[src/rtl/dmem_arb_pkg.sv]
// Shared types and defaults for the data-memory arbiter: state encoding,
// default widths and the grant-index width helper.
package dmem_arb_pkg;

    localparam int DMEM_DATA_W = 16;
    localparam int DMEM_ADDR_W = 10;

    typedef enum logic [1:0] {
        IDLE  = 2'd0,
        ISSUE = 2'd1,
        CAPT  = 2'd2
    } arb_state_e;

    // A single requester still needs a one-bit index.
    function automatic int idx_w(input int n);
        return (n > 1) ? $clog2(n) : 1;
    endfunction

endpackage

[src/rtl/dmem_arbiter_if.sv]
// Request-side and memory-side signals of the data-memory arbiter.
// The slave modport is the arbiter; master is the FP stages plus the memory macro.
interface dmem_arbiter_if
    import dmem_arb_pkg::*;
#(
    parameter int NREQ   = 2,
    parameter int DATA_W = DMEM_DATA_W,
    parameter int ADDR_W = DMEM_ADDR_W
);
    logic [NREQ-1:0]        REQ;
    logic [NREQ-1:0]        REQ_WE;
    logic [NREQ*ADDR_W-1:0] REQ_ADDR;
    logic [NREQ*DATA_W-1:0] REQ_WDATA;
    logic [NREQ-1:0]        ACK;
    logic [DATA_W-1:0]      RDATA;
    logic                   BUSY;
    logic                   MEM_EN;
    logic                   MEM_WE;
    logic [ADDR_W-1:0]      MEM_ADDR;
    logic [DATA_W-1:0]      MEM_WDATA;
    logic [DATA_W-1:0]      MEM_RDATA;

    modport slave (
        input  REQ, REQ_WE, REQ_ADDR, REQ_WDATA, MEM_RDATA,
        output ACK, RDATA, BUSY, MEM_EN, MEM_WE, MEM_ADDR, MEM_WDATA
    );

    modport master (
        output REQ, REQ_WE, REQ_ADDR, REQ_WDATA, MEM_RDATA,
        input  ACK, RDATA, BUSY, MEM_EN, MEM_WE, MEM_ADDR, MEM_WDATA
    );

endinterface

[src/rtl/dmem_rr_pick.sv]
// Combinational rotating picker: first eligible index at or after start_idx,
// wrapping modulo NREQ.
module dmem_rr_pick #(
    parameter int NREQ = 2,
    parameter int IW   = 1
) (
    input  logic [NREQ-1:0] elig,
    input  logic [IW-1:0]   start_idx,
    output logic [IW-1:0]   win_idx,
    output logic            win_vld
);

    logic [IW:0]   sum;
    logic [IW-1:0] idx;

    always_comb begin
        win_idx = '0;
        win_vld = 1'b0;
        sum     = '0;
        idx     = '0;
        for (int k = 0; k < NREQ; k++) begin
            sum = {1'b0, start_idx} + (IW+1)'(k);
            if (sum >= (IW+1)'(NREQ)) begin
                sum = sum - (IW+1)'(NREQ);
            end
            idx = sum[IW-1:0];
            if (!win_vld && elig[idx]) begin
                win_vld = 1'b1;
                win_idx = idx;
            end
        end
    end

endmodule

[src/rtl/dmem_arbiter.sv]
// Shares one synchronous-read data memory between NREQ FP stages.
// DMEM_ARB_RR_EN defined: round-robin from LAST+1; undefined: lowest index wins.
//
// state | meaning
// IDLE  | waiting; picks a winner among REQ & ~ACK and latches its request
// ISSUE | MEM_EN high, memory performs the latched access at cycle end
// CAPT  | load data captured into RDATA, ACK pulse scheduled for the winner
module dmem_arbiter
    import dmem_arb_pkg::*;
#(
    parameter int NREQ   = 2,
    parameter int DATA_W = DMEM_DATA_W,
    parameter int ADDR_W = DMEM_ADDR_W
) (
    input  logic          CLK,
    input  logic          MR_N,
    dmem_arbiter_if.slave bus
);

    localparam int IW = idx_w(NREQ);

    arb_state_e        state_q, state_d;
    logic [IW-1:0]     grant_q, grant_d;
    logic              we_q, we_d;
    logic [ADDR_W-1:0] addr_q, addr_d;
    logic [DATA_W-1:0] wdata_q, wdata_d;
    logic [NREQ-1:0]   ack_q, ack_d;
    logic [DATA_W-1:0] rdata_q, rdata_d;

    logic [NREQ-1:0]   elig;
    logic [IW-1:0]     start_idx;
    logic [IW-1:0]     win_idx;
    logic              win_vld;

    // A requester still holding REQ during its ACK cycle must not win again.
    assign elig = bus.REQ & ~ack_q;

`ifdef DMEM_ARB_RR_EN
    logic [IW-1:0] last_q, last_d;

    always_comb begin
        if (last_q == IW'(NREQ-1)) begin
            start_idx = '0;
        end else begin
            start_idx = last_q + 1'b1;
        end
    end
`else
    assign start_idx = '0;
`endif

    dmem_rr_pick #(
        .NREQ (NREQ),
        .IW   (IW)
    ) u_pick (
        .elig      (elig),
        .start_idx (start_idx),
        .win_idx   (win_idx),
        .win_vld   (win_vld)
    );

    always_comb begin
        state_d = state_q;
        grant_d = grant_q;
        we_d    = we_q;
        addr_d  = addr_q;
        wdata_d = wdata_q;
        ack_d   = '0;
        rdata_d = rdata_q;
`ifdef DMEM_ARB_RR_EN
        last_d  = last_q;
`endif
        case (state_q)
            IDLE: begin
                if (win_vld) begin
                    grant_d = win_idx;
                    we_d    = bus.REQ_WE[win_idx];
                    addr_d  = bus.REQ_ADDR[int'(win_idx)*ADDR_W +: ADDR_W];
                    wdata_d = bus.REQ_WDATA[int'(win_idx)*DATA_W +: DATA_W];
`ifdef DMEM_ARB_RR_EN
                    last_d  = win_idx;
`endif
                    state_d = ISSUE;
                end
            end
            ISSUE: begin
                state_d = CAPT;
            end
            CAPT: begin
                if (!we_q) begin
                    rdata_d = bus.MEM_RDATA;
                end
                ack_d[grant_q] = 1'b1;
                state_d        = IDLE;
            end
            default: begin
                state_d = IDLE;
            end
        endcase
    end

    always_ff @(posedge CLK or negedge MR_N) begin
        if (!MR_N) begin
            state_q <= IDLE;
            grant_q <= '0;
            we_q    <= 1'b0;
            addr_q  <= '0;
            wdata_q <= '0;
            ack_q   <= '0;
            rdata_q <= '0;
`ifdef DMEM_ARB_RR_EN
            last_q  <= IW'(NREQ-1);
`endif
        end else begin
            state_q <= state_d;
            grant_q <= grant_d;
            we_q    <= we_d;
            addr_q  <= addr_d;
            wdata_q <= wdata_d;
            ack_q   <= ack_d;
            rdata_q <= rdata_d;
`ifdef DMEM_ARB_RR_EN
            last_q  <= last_d;
`endif
        end
    end

    // Memory strobes decode from state so a reset during ISSUE drops them at once.
    assign bus.MEM_EN    = (state_q == ISSUE);
    assign bus.MEM_WE    = (state_q == ISSUE) && we_q;
    assign bus.MEM_ADDR  = addr_q;
    assign bus.MEM_WDATA = wdata_q;
    assign bus.ACK       = ack_q;
    assign bus.RDATA     = rdata_q;
    assign bus.BUSY      = (state_q != IDLE);

endmodule

[src/flat_wrapper.sv]
// flat-port wrapper written by rule: the top's interface ports become plain ports
module dmem_arbiter_flat import dmem_arb_pkg::*;
#(
    parameter int NREQ   = 2,
    parameter int DATA_W = DMEM_DATA_W,
    parameter int ADDR_W = DMEM_ADDR_W
)
  (CLK, MR_N, bus_REQ, bus_REQ_WE, bus_REQ_ADDR, bus_REQ_WDATA, bus_MEM_RDATA, bus_ACK, bus_RDATA, bus_BUSY, bus_MEM_EN, bus_MEM_WE, bus_MEM_ADDR, bus_MEM_WDATA);
  dmem_arbiter_if #(.NREQ(NREQ), .DATA_W(DATA_W), .ADDR_W(ADDR_W)) bus_i ();
  input  logic CLK;
  input  logic MR_N;
  input wire logic [$bits(bus_i.REQ)-1:0] bus_REQ;
  input wire logic [$bits(bus_i.REQ_WE)-1:0] bus_REQ_WE;
  input wire logic [$bits(bus_i.REQ_ADDR)-1:0] bus_REQ_ADDR;
  input wire logic [$bits(bus_i.REQ_WDATA)-1:0] bus_REQ_WDATA;
  input wire logic [$bits(bus_i.MEM_RDATA)-1:0] bus_MEM_RDATA;
  output wire logic [$bits(bus_i.ACK)-1:0] bus_ACK;
  output wire logic [$bits(bus_i.RDATA)-1:0] bus_RDATA;
  output wire logic [$bits(bus_i.BUSY)-1:0] bus_BUSY;
  output wire logic [$bits(bus_i.MEM_EN)-1:0] bus_MEM_EN;
  output wire logic [$bits(bus_i.MEM_WE)-1:0] bus_MEM_WE;
  output wire logic [$bits(bus_i.MEM_ADDR)-1:0] bus_MEM_ADDR;
  output wire logic [$bits(bus_i.MEM_WDATA)-1:0] bus_MEM_WDATA;
  assign bus_i.REQ = bus_REQ;
  assign bus_i.REQ_WE = bus_REQ_WE;
  assign bus_i.REQ_ADDR = bus_REQ_ADDR;
  assign bus_i.REQ_WDATA = bus_REQ_WDATA;
  assign bus_i.MEM_RDATA = bus_MEM_RDATA;
  assign bus_ACK = bus_i.ACK;
  assign bus_RDATA = bus_i.RDATA;
  assign bus_BUSY = bus_i.BUSY;
  assign bus_MEM_EN = bus_i.MEM_EN;
  assign bus_MEM_WE = bus_i.MEM_WE;
  assign bus_MEM_ADDR = bus_i.MEM_ADDR;
  assign bus_MEM_WDATA = bus_i.MEM_WDATA;
  dmem_arbiter #(.NREQ(NREQ), .DATA_W(DATA_W), .ADDR_W(ADDR_W)) u_core (.CLK(CLK), .MR_N(MR_N), .bus(bus_i));
endmodule
[config.mk]
export PLATFORM = sky130hd
export DESIGN_NAME = dmem_arbiter_flat
export DESIGN_NICKNAME = d
export VERILOG_FILES = /design/src/rtl/dmem_arb_pkg.sv /design/src/rtl/dmem_arbiter_if.sv /design/src/rtl/dmem_rr_pick.sv /design/src/rtl/dmem_arbiter.sv /design/src/flat_wrapper.sv
export SDC_FILE = /design/constraint.sdc
export NUM_CORES = 1
export LEC_CHECK = 0
export ABC_AREA = 1
export BUFFER_PORTS_ARGS = -buffer_cell sky130_fd_sc_hd__clkbuf_2
export CORE_UTILIZATION = 40
export DETAILED_ROUTE_END_ITERATION = 8
export HOLD_SLACK_MARGIN = 0.08
export PLACE_DENSITY_LB_ADDON = 0.1
export SETUP_SLACK_MARGIN = 0.2
export SLEW_MARGIN = 20
export SYNTH_ARGS = -nofsm -noshare
export SYNTH_HDL_FRONTEND = slang
export SYNTH_SLANG_ARGS = --single-unit
export TNS_END_PERCENT = 20
[constraint.sdc]
create_clock -name CLK -period 3.3 [get_ports CLK]
set_clock_uncertainty 0.15 [all_clocks]
set_input_delay 0.165 -clock CLK [delete_from_list [all_inputs] [get_ports CLK]]
set_output_delay 0.165 -clock CLK [all_outputs]
set_load 0.02 [all_outputs]
Word level (Yosys, flattened, before mapping)
Cells that the tools add are included.

Bits in registers: 48. Word-level logic and storage cells: 37.

Multiply operators: 1. Order comparisons: 3. Eq/ne operators: 3. Shift-type cells: 2. Muxes and demuxes: 10. Bitwise gates (word level): 3. Reduce and logical (&&, ||, !) cells: 8.

Operators with widths (count): $shiftx A20 B32 Y10 (1); $shiftx A32 B6 Y16 (1); $mux W1 (6); $lt A1 B2 Y1 const B (2); $mul A1 B3 Y4 const B (1); $mux W2 (2); $pmux W2 S2 (1); $reduce_and A2 Y1 (2); $logic_and A1 B1 Y1 (3); $and A2 B2 Y2 (1); $eq A2 B1 Y1 const B (1); $eq A2 B2 Y1 const B (1); $logic_not A2 Y1 (1); $ne A2 B2 Y1 const B (1); $not A2 Y2 (1); $reduce_bool A2 Y1 (1); $demux W1 S1 (1); $ge A1 B1 Y1 const B (1); $logic_not A1 Y1 (1); $not A1 Y1 (1).

Logic depth before layout (Yosys ltp)
Depth in word-level cells: 8. Depth in mapped cells: 9. Depth with buffers taken out: 7.

By module
From an unflattened synthesis, not the netlist that was laid out.

Cells, all modules: 299. Area total of the unflattened synthesis: 2213.4 um2.

Modules (own cells, without submodules): dmem_arbiter (times used 1, cells each 295, area an instance 2194.6 um2); dmem_rr_pick (times used 1, cells each 4, area an instance 18.8 um2).

Worst setup path after synthesis
Ideal clock, no wire load.

Path type: register to register. From: register u_core.ack_q[0] (netlist: u_core.bus.ACK[0]). To: register u_core.addr_q[0] (netlist: u_core.bus.MEM_ADDR[0]). Library setup time: 0.116 ns. Data arrival time: 1.125 ns. Path slack: 1.909 ns. Cell stages (with the launch flop): 10. Buffers on the path: 2. Period minus slack after synthesis: 1.391 ns. Cell sequence: dfrtp_1 inv_1 nand2_1 buf_4 nand2_4 buf_6 nand2_1 nand2_1 nand2_1 nand2_1.

Word-level cells in the longest chain between the ends: 8. Elaborated cells on any way between the ends: 10.

RTL lines: from (decl) (RTL line dmem_arbiter.sv:27) `logic [NREQ-1:0] ack_q, ack_d;`; from (signal assigned) (RTL line dmem_arbiter.sv:120) `ack_q <= ack_d;`; $not A2 Y2 (*) (RTL line dmem_arbiter.sv:36) `assign elig = bus.REQ & ~ack_q;`; $and A2 B2 Y2 (*) (RTL line dmem_arbiter.sv:36); $mux W1 (*) (RTL line dmem_rr_pick.sv:27) `if (!win_vld && elig[idx]) begin`; $logic_not A1 Y1 (RTL line dmem_rr_pick.sv:27); $logic_and A1 B1 Y1 (RTL line dmem_rr_pick.sv:27); $mux W1 (RTL line dmem_rr_pick.sv:27); $mul A1 B3 Y4 (RTL line dmem_arbiter.sv:78) `addr_d = bus.REQ_ADDR[int'(win_idx)*ADDR_W +: ADDR_W];`; $shiftx A20 B32 Y10 (RTL line dmem_arbiter.sv:78); to (signal assigned) (RTL line dmem_arbiter.sv:118) `addr_q <= addr_d;`; to (decl) (RTL line dmem_arbiter.sv:25) `logic [ADDR_W-1:0] addr_q, addr_d;`.

Mark *: on every way between the ends. The rest lies on a longest branch, timed or not. A chain may end at the register's enable or synchronous reset.

Final worst setup path
From: register u_core.ack_q[1] (netlist: u_core.bus.ACK[1]). To: register u_core.addr_q[1] (netlist: u_core.bus.MEM_ADDR[1]).

Word-level cells in the longest chain between the ends: 6. Elaborated cells on any way between the ends: 8.

RTL lines (RTL line): $not A2 Y2 (*) (dmem_arbiter.sv:36); $and A2 B2 Y2 (*) (dmem_arbiter.sv:36); $logic_and A1 B1 Y1 (*) (dmem_rr_pick.sv:27); $mux W1 (dmem_rr_pick.sv:27); $mul A1 B3 Y4 (dmem_arbiter.sv:78); $shiftx A20 B32 Y10 (dmem_arbiter.sv:78).

Marked as above.

==> flow_summary.ini <==
[run_status]
status = finished clean

[place]
io_buffers = 120
hpwl_um = 3770
place_area_mm2 = 0.00288
place_inst = 476
gp_congestion = 0.763

[worst_hold_path]
min_path_type = in -> async

[floorplanning]
die-area_mm2 = 0.00607
start_util = 0.416
core-area_mm2 = 0.00554
fp.dieW_um = 77.9
io_pins = 121
die_h_um = 77.9
rows = 27

[synth]
synth_nets = 371
yosysSeqAreaShare = 0.521
postSynthAreaPerCell_um2 = 7.76
synth_cells = 297
synth_area_mm2 = 0.00230
ys_types = 18
ys_ff_latch = 48
yosys_warnings = 0

[worst_setup_path]
worstPathArrival_ps = 2330
critical_path_required_ps = 3340
cp_max_fo = 28
worstSetupPathType = reg -> reg
critPathCaptureType = register
reg2reg_from = u_core.bus.ACK[1]
r2r_cells = 7
regToRegSetupSlack_ps = 1010
regToRegEndpoint = u_core.bus.MEM_ADDR[1]
critPathLaunchType = register

[sta]
fmax_ghz = 0.436
fin_crit_sh = 0.695
tns_ps = 0
slew_viol_final = 0
finalHoldViolations = 0
fin_crit_ps = 2290
worstMarginPinSlew_ps = 572
rsz0062_at_grt = no
setup-violations-final = 0
slew_headroom = 0.618

[power]
intPower_mw = 1.62
p_seq_frac = 0.354
power_mw = 2.93
pwr-share-clk = 0.143
p_sw_mw = 1.30
power_per_cell_area_mw_per_mm2 = 789
pwr-share-comb = 0.503
leakage_nw = 2.16
ir_drop_v = 0.000422
switching_share = 0.445

[cells_and_area]
fin_cells = 555
num-fill-cells = 467
syn2layout_area_growth_pct = 61.0
design_area_mm2 = 0.00371
final_core_util = 0.669
regArea_mm2 = 0.00120
num_antenna_cells = 0
final_nets = 556
multiInputGateArea_um2 = 887
drive_gt1_frac = 0.288

[global_routing]
grt_max_degree = 34
grt-ovfl-total = 0
antenna_found_initial = 0
grt_pass1_wl_um = 10700
grtUsageTotal = 0.223
grt_pass1_vias = 2512

[cts]
cts_tree = yes
clk_path_buf_depth = 2
cts_sinks = 48
clk_pin_slew_ps = 90
clkLatencyLatePin_ps = 300
clk_root_buffer_cell = clkbuf_8
numCtsBuffers = 5
h-tree-depth = 2

[drt]
viasPerCell = 4.45
drt_wl_total_um = 6280
vias = 2472
drc = 0
drt_iter0_drc = 147
wl_per_cell_um = 11.3
ant_nets = 0
drt_first_pass_iters = 4

[flow_run]
maxCapViolCount = 0
## power by group through the flow
stage	Combinational, mW	Clock [mW]	Sequential [mW]
6_report	1.47	0.418	1.04
5_1_grt	1.64	0.462	1.07
4_1_cts	1.48	0.433	1.03
3_5_place_dp	1.35	0	1.04
3_3_place_gp	1.32	0	1.04
2_1_floorplan	0.673	0	1.33
## layout make-up
class | instances | share of cell area
clock inverters | 3 | 0.0115
clock buffers | 5 | 0.0186
multi-input cells | 210 | 0.239
flip-flops and latches | 48 | 0.324
well taps | 72 | 0.0243
inverters | 24 | 0.0250
repair buffers | 193 | 0.358
## registers in the layout, indices dropped and copies added (netlist names)
| register | cells |
|---|---|
| u_core.we_q | 1 |
| u_core.bus.RDATA | 16 |
| u_core.state_q | 2 |
| u_core.bus.MEM_ADDR | 10 |
| u_core.bus.ACK | 2 |
| u_core.grant_q | 1 |
| u_core.bus.MEM_WDATA | 16 |
## layer usage
metal,GRT usage,share of wire
met1,0.240,0.43
met2,0.429,0.51
met3,0.0553,0.055
met4,0.0547,0.0088
met5,0,0
## cells by family (layout without fill, tap and decap cells)
logic type | count (synthesis) | count (layout) | share of synthesized area
flops | 48 | 48 | 0.521
simple gates | 193 | 193 | 0.346
buf+inv | 39 | 225 | 0.0956
compound gates | 17 | 17 | 0.0369
## worst max-delay path, stage by stage (launching register included)
cell and delay (ps):
dfrtp_1 460, nor2_8 400, nand2_4 290, nand2_1 130, nand2_1 60, dlygate4sd3_1 570, nand2_1 60, nand2_1 50
## metrics by stage
stage                     hold WS (ps)  setup slack (ps)
after floorplan                   -281              1910
final                              164              1010
after CTS                          166              1020
after detailed placement         -38.1              1370
after global placement           -45.9              1520
after global routing               191               819
## synthesized netlist by cell type
cell,count,share of area
clkbuf_1,1,0.0016
nor2_1,4,0.0065
buf_2,7,0.015
inv_2,2,0.0033
inv_1,21,0.034
nand3_1,28,0.061
inv_4,1,0.0027
buf_6,3,0.015
o21ai_1,17,0.037
buf_12,2,0.017
buf_4,2,0.0065
nand2_4,2,0.0098
nor2_2,1,0.0027
nor2_8,1,0.0087
dfrtp_1,48,0.52
nand2_2,1,0.0027
nand2_1,155,0.25
nor3_1,1,0.0022
## placed cells by master (no fill, tap or decap), drive strengths merged
cell	synthesis	final
nand2	158	158
clkbuf	1	125
dlygate4sd3	0	71
dfrtp	48	48
nand3	28	28
inv	24	24
o21ai	17	17
nor2	6	6
buf	14	2
nor3	1	1
clkinv	0	1
clkinvlp	0	1
bufinv	0	1
## repair_timing
item                                   CTS  global route
hold buffers                            71             0
resized for setup                        0             0
setup buffers                            0             0
endpoints found under the hold margin   58             0
## worst max path at each step
stage / start / end / slack [ps] / depth (start not counted)
6_report: u_core.bus.ACK[1] / u_core.bus.MEM_ADDR[1] / 1010 / 7
3_5_place_dp: u_core.state_q[0] / u_core.bus.RDATA[15] / 1370 / 3
4_1_cts: u_core.bus.ACK[1] / u_core.bus.MEM_WDATA[10] / 1020 / 7
5_1_grt: u_core.bus.ACK[1] / u_core.bus.MEM_WDATA[10] / 820 / 7
2_1_floorplan: u_core.bus.ACK[0] / u_core.bus.MEM_ADDR[0] / 1910 / 9
3_3_place_gp: u_core.state_q[0] / u_core.bus.RDATA[0] / 1520 / 4
Note: power is estimated with default switching activity, not from simulation.
